[config.mk]
export PLATFORM = sky130hd
export DESIGN_NAME = f1_start_ctrl
export DESIGN_NICKNAME = d
export VERILOG_FILES = /design/src/rtl/f1_pkg.sv /design/src/rtl/lfsr_7.sv /design/src/rtl/f1_start_ctrl.sv
export SDC_FILE = /design/constraint.sdc
export NUM_CORES = 1
export LEC_CHECK = 0
export ABC_AREA = 1
export CAP_MARGIN = 0
export CORE_UTILIZATION = 55
export DETAILED_ROUTE_END_ITERATION = 16
export PLACE_DENSITY = 0.78
export RECOVER_POWER = 25
export SETUP_SLACK_MARGIN = 0.5
export SYNTH_ARGS = -nofsm -noshare
export SYNTH_HDL_FRONTEND = slang
export SYNTH_SLANG_ARGS = --single-unit
[constraint.sdc]
create_clock -name clk -period 1.71 [get_ports clk]
set_input_delay 0.342 -clock clk [delete_from_list [all_inputs] [get_ports clk]]
set_output_delay 0.342 -clock clk [all_outputs]
set_load 0.05 [all_outputs]
[src/rtl/f1_pkg.sv]
// Shared types and constants for the F1 race-start controller.
package f1_pkg;

    typedef enum logic [2:0] {
        IDLE,
        ARM,
        HOLD,
        TIMING,
        DONE,
        JUMP
    } ctrl_state_t;

    localparam logic [6:0] LFSR_SEED = 7'h01;
    localparam logic [6:0] LFSR_TAPS = 7'b1100000;

    function automatic logic [6:0] lfsr_next(input logic [6:0] cur);
        return {cur[5:0], ^(cur & LFSR_TAPS)};
    endfunction

endpackage

[src/rtl/lfsr_7.sv]
// Free-running 7-bit Fibonacci LFSR (x^7+x^6+1); never reaches zero from a non-zero seed.
module lfsr_7
    import f1_pkg::*;
(
    input  logic       clk,
    input  logic       rst,
    output logic [6:0] q
);

    logic [6:0] q_q;
    logic [6:0] q_d;

    always_comb begin
        q_d = lfsr_next(q_q);
    end

    always_ff @(posedge clk or negedge rst) begin
        if (!rst) begin
            q_q <= LFSR_SEED;
        end else begin
            q_q <= q_d;
        end
    end

    assign q = q_q;

endmodule

[src/rtl/f1_start_ctrl.sv]
// Race-start controller: steps the lights sequencer on, holds for a random delay,
// turns the lights out and measures the driver's reaction time.
module f1_start_ctrl
    import f1_pkg::*;
#(
    parameter int TICK_DIV = 50,
    parameter int REACT_W  = 16
) (
    input  logic               clk,
    input  logic               rst,
    input  logic               trigger,
    input  logic               react,
    output logic               step_en,
    output logic               seq_rst,
    output logic [REACT_W-1:0] react_time,
    output logic               time_valid,
    output logic               false_start,
    output logic               busy
);

    localparam int TW = (TICK_DIV > 1) ? $clog2(TICK_DIV) : 1;
    localparam logic [TW-1:0]      TICK_LAST  = TW'(TICK_DIV - 1);
    localparam logic [REACT_W-1:0] REACT_MAX  = '1;
    localparam logic [REACT_W-1:0] REACT_NEAR = {{(REACT_W-1){1'b1}}, 1'b0};

    ctrl_state_t        state_q, state_d;
    logic               trigger_q, react_q;
    logic [TW-1:0]      tick_q, tick_d;
    logic [3:0]         step_q, step_d;
    logic [6:0]         hold_q, hold_d;
    logic [REACT_W-1:0] count_q, count_d;
    logic [REACT_W-1:0] react_time_q, react_time_d;
    logic               seq_rst_q, seq_rst_d;
    logic               time_valid_q, time_valid_d;
    logic               false_start_q, false_start_d;
    logic               busy_q, busy_d;

    logic       trig_rise, react_rise;
    logic       tick_end, hold_end;
    logic [6:0] lfsr_q;

    lfsr_7 u_lfsr (
        .clk (clk),
        .rst (rst),
        .q   (lfsr_q)
    );

    assign trig_rise  = trigger & ~trigger_q;
    assign react_rise = react & ~react_q;
    assign tick_end   = (tick_q == TICK_LAST);
    assign hold_end   = (state_q == HOLD) && tick_end && (hold_q == 7'd0);

    // A reaction in the final hold cycle wins, so the lights-out step is withheld.
    assign step_en = ((state_q == ARM) && tick_end) || (hold_end && !react_rise);

    always_comb begin
        state_d      = state_q;
        tick_d       = tick_end ? '0 : tick_q + TW'(1);
        step_d       = step_q;
        hold_d       = hold_q;
        count_d      = count_q + REACT_W'(1);
        react_time_d = react_time_q;

        case (state_q)
            IDLE, DONE, JUMP: begin
                if (trig_rise) begin
                    state_d = ARM;
                    tick_d  = '0;
                    step_d  = 4'd0;
                end
            end
            ARM: begin
                if (react_rise) begin
                    state_d = JUMP;
                end else if (tick_end) begin
                    step_d = step_q + 4'd1;
                    if (step_q == 4'd7) begin
                        state_d = HOLD;
                        hold_d  = lfsr_q;
                    end
                end
            end
            HOLD: begin
                if (react_rise) begin
                    state_d = JUMP;
                end else if (tick_end) begin
                    if (hold_q == 7'd0) begin
                        state_d = TIMING;
                        count_d = '0;
                    end else begin
                        hold_d = hold_q - 7'd1;
                    end
                end
            end
            TIMING: begin
                if (react_rise) begin
                    state_d      = DONE;
                    react_time_d = count_q;
                end else if (count_q == REACT_NEAR) begin
                    state_d      = DONE;
                    react_time_d = REACT_MAX;
                end
            end
            default: begin
                state_d = IDLE;
            end
        endcase

        seq_rst_d     = state_d inside {IDLE, DONE, JUMP};
        busy_d        = state_d inside {ARM, HOLD, TIMING};
        time_valid_d  = (state_d == DONE);
        false_start_d = (state_d == JUMP);
    end

    always_ff @(posedge clk or negedge rst) begin
        if (!rst) begin
            state_q       <= IDLE;
            trigger_q     <= 1'b0;
            react_q       <= 1'b0;
            tick_q        <= '0;
            step_q        <= 4'd0;
            hold_q        <= 7'd0;
            count_q       <= '0;
            react_time_q  <= '0;
            seq_rst_q     <= 1'b1;
            time_valid_q  <= 1'b0;
            false_start_q <= 1'b0;
            busy_q        <= 1'b0;
        end else begin
            state_q       <= state_d;
            trigger_q     <= trigger;
            react_q       <= react;
            tick_q        <= tick_d;
            step_q        <= step_d;
            hold_q        <= hold_d;
            count_q       <= count_d;
            react_time_q  <= react_time_d;
            seq_rst_q     <= seq_rst_d;
            time_valid_q  <= time_valid_d;
            false_start_q <= false_start_d;
            busy_q        <= busy_d;
        end
    end

    assign seq_rst     = seq_rst_q;
    assign react_time  = react_time_q;
    assign time_valid  = time_valid_q;
    assign false_start = false_start_q;
    assign busy        = busy_q;

endmodule
==> impl_metrics.tcl, run 1 <==
set metrics [dict create \
    outcome "finished with violations" \
    violations_in_the_final_reports "negative setup slack" \
    avgSynthCellArea_um2 8.55 \
    number_of_h_tree_levels 3 \
    num_io_pins 25 \
    dpl.hpwl_um 4770 \
    routedWlPerCell_um 30.4 \
    worstHoldPathType "input pin to flip-flop" \
    ctsRootBufferMaster "clkbuf_8" \
    routed_wl_um 16900 \
    floorplan.core_area_mm2 0.00524 \
    io_buffers 24 \
    dominantRegCellSynth "dfrtp_1" \
    synth_cell_types 31 \
    place.gp.congestion 0.888 \
    final.period_utilization_pct 133 \
    route.vias.total 4021 \
    finalPower_w 0.00706 \
    min_path_cells 1 \
    layout-drive-gt1-share_pct 53.8 \
    top_library_cells_by_usage_in_the_layout_fill_and_taps_aside "buf_4 (70), dfrtp_1 (59), nand2_1 (39)" \
    cts.clk_slew.worst_paths_ns 0.08 \
    fmaxAchievable_mhz 439 \
    die_h_um 76.7 \
    power_density_mw_per_mm2 1400 \
    grt-ovfl-total 0 \
    critical_path_arrival_ns 2.50 \
    inserted_clock_buffers 9 \
    worst_setup_path_end_kind "flip-flop" \
    wire_length_of_the_first_global_routing_pass_um 17300 \
    max_slew.worst_pin.slew_ns 0.595 \
    antenna_found_initial 0 \
    fp.dieW_um 76.7 \
    layout.cells.most_common "buf_4" \
    p_leak_nw 2.40 \
    detail_route.vias_per_cell 7.25 \
    final_util_pct 96.6 \
    insertedDiodeCount 0 \
    detail_route.iter0.violations 885 \
    post-route-drc-count 0 \
    setup_slack_ns -0.568 \
    finish.net_count 491 \
    final_setup_violations 49 \
    fillers 92 \
    dieArea_mm2 0.00588 \
    synth_async_sr_flop_share_pct 100 \
    layout_min_cycle_time_ns 2.28 \
    setup.worst_path.class "flip-flop to flip-flop" \
    start_kind "flip-flop" \
    max_slew_margin_pct 60.3 \
    peakVddDrop_v 0.00122 \
    syn_nets 370 \
    worst-endpoint-required_ns 1.93 \
    placement_rows 26 \
    maximum_buffer_depth_of_the_clock_tree 2 \
    worst-path-max-fanout 6 \
    timing_hold_violations_final 0 \
    post-place-cells 470 \
    edff_count_synth 0 \
    via_count_of_the_first_global_routing_pass 3374 \
    rsz0062_at_grt "yes" \
    seq_area_frac_synth_pct 53.1 \
    cts_tree "done" \
    grt_max_degree 44 \
    drt-pass1-iter-count 7 \
    initial_utilization_pct 58.6 \
    synth_cells 359 \
    tritoncts_sink_count 65 \
    synth-warning-count 0 \
    reg2regPathDepth 13 \
    final_antenna_net_count 0 \
    multi_input_comb_area_mm2 0.00183 \
    fin_cells 555 \
    synth.cell_area_mm2 0.00307 \
    maxCapViolCount 0 \
    area_growth_from_synthesis_to_layout_pct 64.9 \
    clock_insertion_delay_worst_skew_ns 0.37 \
    slew_viol_final 0 \
    synth-seq-cells 65 \
    area.sequential_mm2 0.00163 \
    skew_ns 0.0200 \
    grt_usage_pct 39.2 \
]
==> critical path, stage by stage (launching register included) <==
cell and delay, ns:
dfrtp_1 0.40, inv_1 0.08, ha_2 0.18, nand2_2 0.09, nor2_4 0.05, buf_4 0.13
buf_4 0.13, buf_6 0.12, nor2_2 0.24, inv_1 0.13, nand2_2 0.15, inv_1 0.10
nand2_1 0.22, a21oi_1 0.13
==> logic make-up (layout without fill, tap and decap cells) <==
| family | count (synthesis) | after routing | share of synthesized area (%) |
|---|---|---|---|
| multiplexers | 1 | 1 | 0.326 |
| flip-flops | 65 | 65 | 53.1 |
| adder cells (fa/ha/maj) | 7 | 7 | 2.85 |
| buffers and inverters | 51 | 176 | 7.14 |
| XOR/XNOR | 5 | 5 | 1.43 |
| AND/OR/NAND/NOR | 156 | 157 | 22.3 |
| AO/OA/AOI/OAI | 74 | 74 | 12.8 |
==> per-stage QoR <==
step,setup TNS [ns],cell area [µm²],setup WS (ns),hold WS [ns]
after floorplan,0,3150,0.0449,0.0464
after global placement,-1.85,3600,-0.109,0.332
after detailed placement,-3.44,3600,-0.161,0.334
after CTS,-1.10,4500,-0.233,0.264
after global routing,-10.25,5060,-0.524,0.279
final,-9.06,5060,-0.568,0.299
==> final cells by class <==
class	instances	share of cell area (%)
clock buffers	11	2.79
multi-input cells	244	36.3
clock inverters	5	1.09
flip-flops and latches	65	32.3
inverters	44	3.46
well taps	70	1.73
repair buffers	116	22.4
==> final timing paths <==
kind / from / to / slack [ns]
max in group asynchronous: rst / u_lfsr.q[3] / 0.47
min reg2reg: u_lfsr.q[2] / u_lfsr.q[3] / 0.41
min: react / react_q / 0.30
min in group asynchronous: rst / count_q[0] / 0.67
max: tick_q[1] / step_q[2] / -0.57
max reg2reg: tick_q[1] / step_q[2] / -0.57
==> cell usage after synthesis (5+ instances only) <==
master   count  area share, %
nor2_1      50            6.1
o21ai_2      5            1.4
ha_1         7            2.9
nand4_1      5            1.0
nand2_1     63            7.7
a21oi_1     41            6.7
o21ai_0     23            3.8
nand3_1     21            3.4
inv_1       42            5.1
dfrtp_1     63             51
nor3_1       7            1.1
==> routing by layer <==
layer	vias up	global-route usage [%]	wire length (µm)
li1	1421	-	-
met1	1825	44.0	5180
met2	535	67.0	7040
met3	240	7.50	2740
met4	0	27.3	1920
met5	-	0	0
==> flip-flops by register name (all words and copies together), names as in the netlist <==
signal,count
busy,1
count_q,16
false_start,1
hold_q,7
react_q,1
react_time,16
seq_rst,1
state_q,3
step_q,4
tick_q,6
time_valid,1
trigger_q,1
u_lfsr.q,7
==> where the power goes <==
part / total, W / leakage, nW / internal (W) / switching [W]
registers: 0.00228 / 0.843 / 0.00188 / 0.000399
logic: 0.00336 / 1.46 / 0.00116 / 0.00220
clock network: 0.00142 / 0.0953 / 0.000710 / 0.000714
total: 0.00706 / 2.40 / 0.00375 / 0.00331
==> what timing repair did <==
| action | 4_1_cts | 5_1_grt |
|---|---|---|
| cloned | 2 | 2 |
| resized for setup | 86 | 103 |
| endpoints found under the hold margin | 20 | 0 |
| hold buffers | 1 | 0 |
| setup buffers | 44 | 20 |
| endpoints found under the setup margin | 77 | 77 |
| pin swaps | 21 | 21 |
No activity file was read; power rests on OpenSTA's default activity.
==> run 2, diff against run 1 <==
--- a/config.mk
+++ b/config.mk
@@ -6,7 +6,7 @@
 export NUM_CORES = 1
 export LEC_CHECK = 0
 export ABC_AREA = 1
-export CAP_MARGIN = 0
+export CORE_MARGIN = 2
 export CORE_UTILIZATION = 55
 export DETAILED_ROUTE_END_ITERATION = 16
 export PLACE_DENSITY = 0.78
==> run 2 against run 1 <==
Effect of this change:
- the run still ends with negative setup slack left
- utilization is 12 points lower
- clock skew is 0.0072 ns lower
- maximum frequency grew 17%
- sequential share of layout area grew 3.0 points
- die area increased by 5.3%
- combinational power is 23% lower
- critical path depth decreased by 5
- design area decreased by 8.7%
- count of clock-buffer cells in the layout increased by 3
- via count decreased by 24%
- largest power group unchanged
==> impl_metrics.tcl, run 2 (same netlist as run 1, synthesis figures left out) <==
set metrics [dict create \
    rsz0062_at_grt "yes" \
    cts.clk_slew.worst_paths_ns 0.07 \
    timing.critical_path.max_delay_family "simple AND/OR/NAND/NOR gates" \
    detail_route.iter0.violations 247 \
    worst_setup_path_end_kind "primary output" \
    routed_wl_um 9160 \
    worstHoldStart "react" \
    die_h_um 78.7 \
    cts_tree "done" \
    worstHoldPathType "input pin to flip-flop" \
    violations_in_the_final_reports "negative setup slack" \
    grt_usage_pct 26.8 \
    wire_length_of_the_first_global_routing_pass_um 12700 \
    finish.net_count 481 \
    cp-startpoint "hold_q[3]" \
    place.gp.congestion 0.829 \
    grt_max_degree 66 \
    final_util_pct 85.0 \
    floorplan.core_area_mm2 0.00544 \
    slew_viol_final 0 \
    worst-endpoint-required_ns 1.37 \
    maximum_buffer_depth_of_the_clock_tree 2 \
    routedWlPerCell_um 16.8 \
    timing_hold_violations_final 0 \
    tritoncts_sink_count 65 \
    setup.worst_path.class "flip-flop to primary output" \
    max_slew.worst_pin.slew_ns 1.43 \
    worst_path_largest_cell_delay_ns 0.43 \
    via_count_of_the_first_global_routing_pass 2845 \
    antenna_found_initial 0 \
    fp.dieW_um 78.7 \
    layout-drive-gt1-share_pct 44.4 \
    fmaxAchievable_mhz 512 \
    dieArea_mm2 0.00619 \
    hold_ws_ns 0.286 \
    critical-path-slowest-cell "dfrtp_1" \
    num_io_pins 25 \
    number_of_h_tree_levels 3 \
    cts.hold.buffers_added 0 \
    post-place-cells 471 \
    grt-ovfl-total 0 \
    layout_min_cycle_time_ns 1.95 \
    final_setup_violations 17 \
    outcome "finished with violations" \
    insertedDiodeCount 0 \
    critical_path.cell_chain "nor2_2 > nand2_2 > nor2_4 > nand2_2 > nor2_4 > inv_2 > o21ai_4 > buf_12" \
    dpl.hpwl_um 4480 \
    ctsRootBufferMaster "clkbuf_8" \
    drt-pass1-iter-count 5 \
    worst-path-max-fanout 4 \
    dp_worst_setup_slack_ns -0.172 \
    area_growth_from_synthesis_to_layout_pct 50.6 \
    power_density_mw_per_mm2 1310 \
    setup_slack_ns -0.243 \
    top_library_cells_by_usage_in_the_layout_fill_and_taps_aside "buf_4 (63), dfrtp_1 (61), nand2_1 (44)" \
    detail_route.vias_per_cell 5.61 \
    layout.cells.most_common "buf_4" \
    fin_cells 547 \
    io_buffers 24 \
    final.period_utilization_pct 114 \
    final_antenna_net_count 0 \
    initial_utilization_pct 56.4 \
    placement_rows 27 \
    buffers_inverters_on_critical_path 2 \
    worstReg2RegStart "hold_q[1]" \
    critical_path_arrival_ns 1.61 \
    post-route-drc-count 0 \
    maxCapViolCount 0 \
    route.vias.total 3070 \
    p_leak_nw 2.30 \
    peakVddDrop_v 0.000921 \
    skew_ns 0.0129 \
    inserted_clock_buffers 9 \
    start_kind "flip-flop" \
    clock_insertion_delay_worst_skew_ns 0.37 \
    max_slew_margin_pct 4.40 \
    final.setup.tns_ns -2.48 \
]
-- run 2: cell types whose count changed in the layout (fill, tap and decap cells not counted), moves of 6 or more --
cell	before	now
a21oi_1	13	25
a21oi_4	8	0
buf_4	70	63
inv_1	28	34
nor2_1	30	41
nor2_4	10	4
-- run 2: worst paths after layout --
path	depth (start not counted)	slack, ns	to
min in group asynchronous	2	0.41	count_q[14]
max in group asynchronous	2	0.34	count_q[1]
worst max-delay path	8	-0.24	step_en
worst min-delay path	1	0.29	react_q
worst max register to register	15	-0.18	count_q[7]
worst min register to register	0	0.38	u_lfsr.q[5]
-- run 2: layout make-up --
cell class | instances | area (µm²)
Sequential cell | 65 | 1630
Multi-Input combinational cell | 244 | 1540
Timing Repair Buffer | 106 | 1000
Fill cell | 267 | 818
Clock buffer | 14 | 183
Inverter | 44 | 165
Tap cell | 72 | 90.1
Clock inverter | 2 | 10.0
-- run 2: power by group --
| part | internal, W | switching [W] | total (W) |
|---|---|---|---|
| clock network | 0.000681 | 0.000609 | 0.00129 |
| registers | 0.00188 | 0.000281 | 0.00216 |
| logic | 0.00106 | 0.00152 | 0.00259 |
-- run 2: what timing repair did --
item,4_1_cts,5_1_grt
cloned,2,1
buffers inserted,40,17
resized for setup,87,31
setup endpoints to repair,77,77
pin swaps,15,13
-- run 2: per-layer routing --
layer  global-route usage (%)  wire length, µm  vias to the layer above
li1                         -                -                     1400
met1                     30.5             3350                     1469
met2                     47.9             4890                      152
met3                     6.09              555                       49
met4                     12.1              367                        0
met5                        0                0                        -
-- run 2: worst register-to-register path: stages (launching register included) --
cell and delay (ns):
dfrtp_1 0.36, inv_2 0.06, ha_4 0.17, nand2_4 0.08, nor2_4 0.04, nand2_2 0.09
nor2_4 0.04, buf_4 0.12, buf_6 0.10, buf_6 0.10, buf_6 0.10, buf_6 0.10
buf_6 0.10, buf_6 0.10, buf_6 0.12, nor3_4 0.11
-- run 2: stage by stage --
stage	area, µm²	power (W)
3_3_place_gp	3570	0.00388
6_report	4620	0.00603
2_1_floorplan	3150	0.00339
4_1_cts	4390	0.00563
5_1_grt	4620	0.00631
3_5_place_dp	3570	0.00396
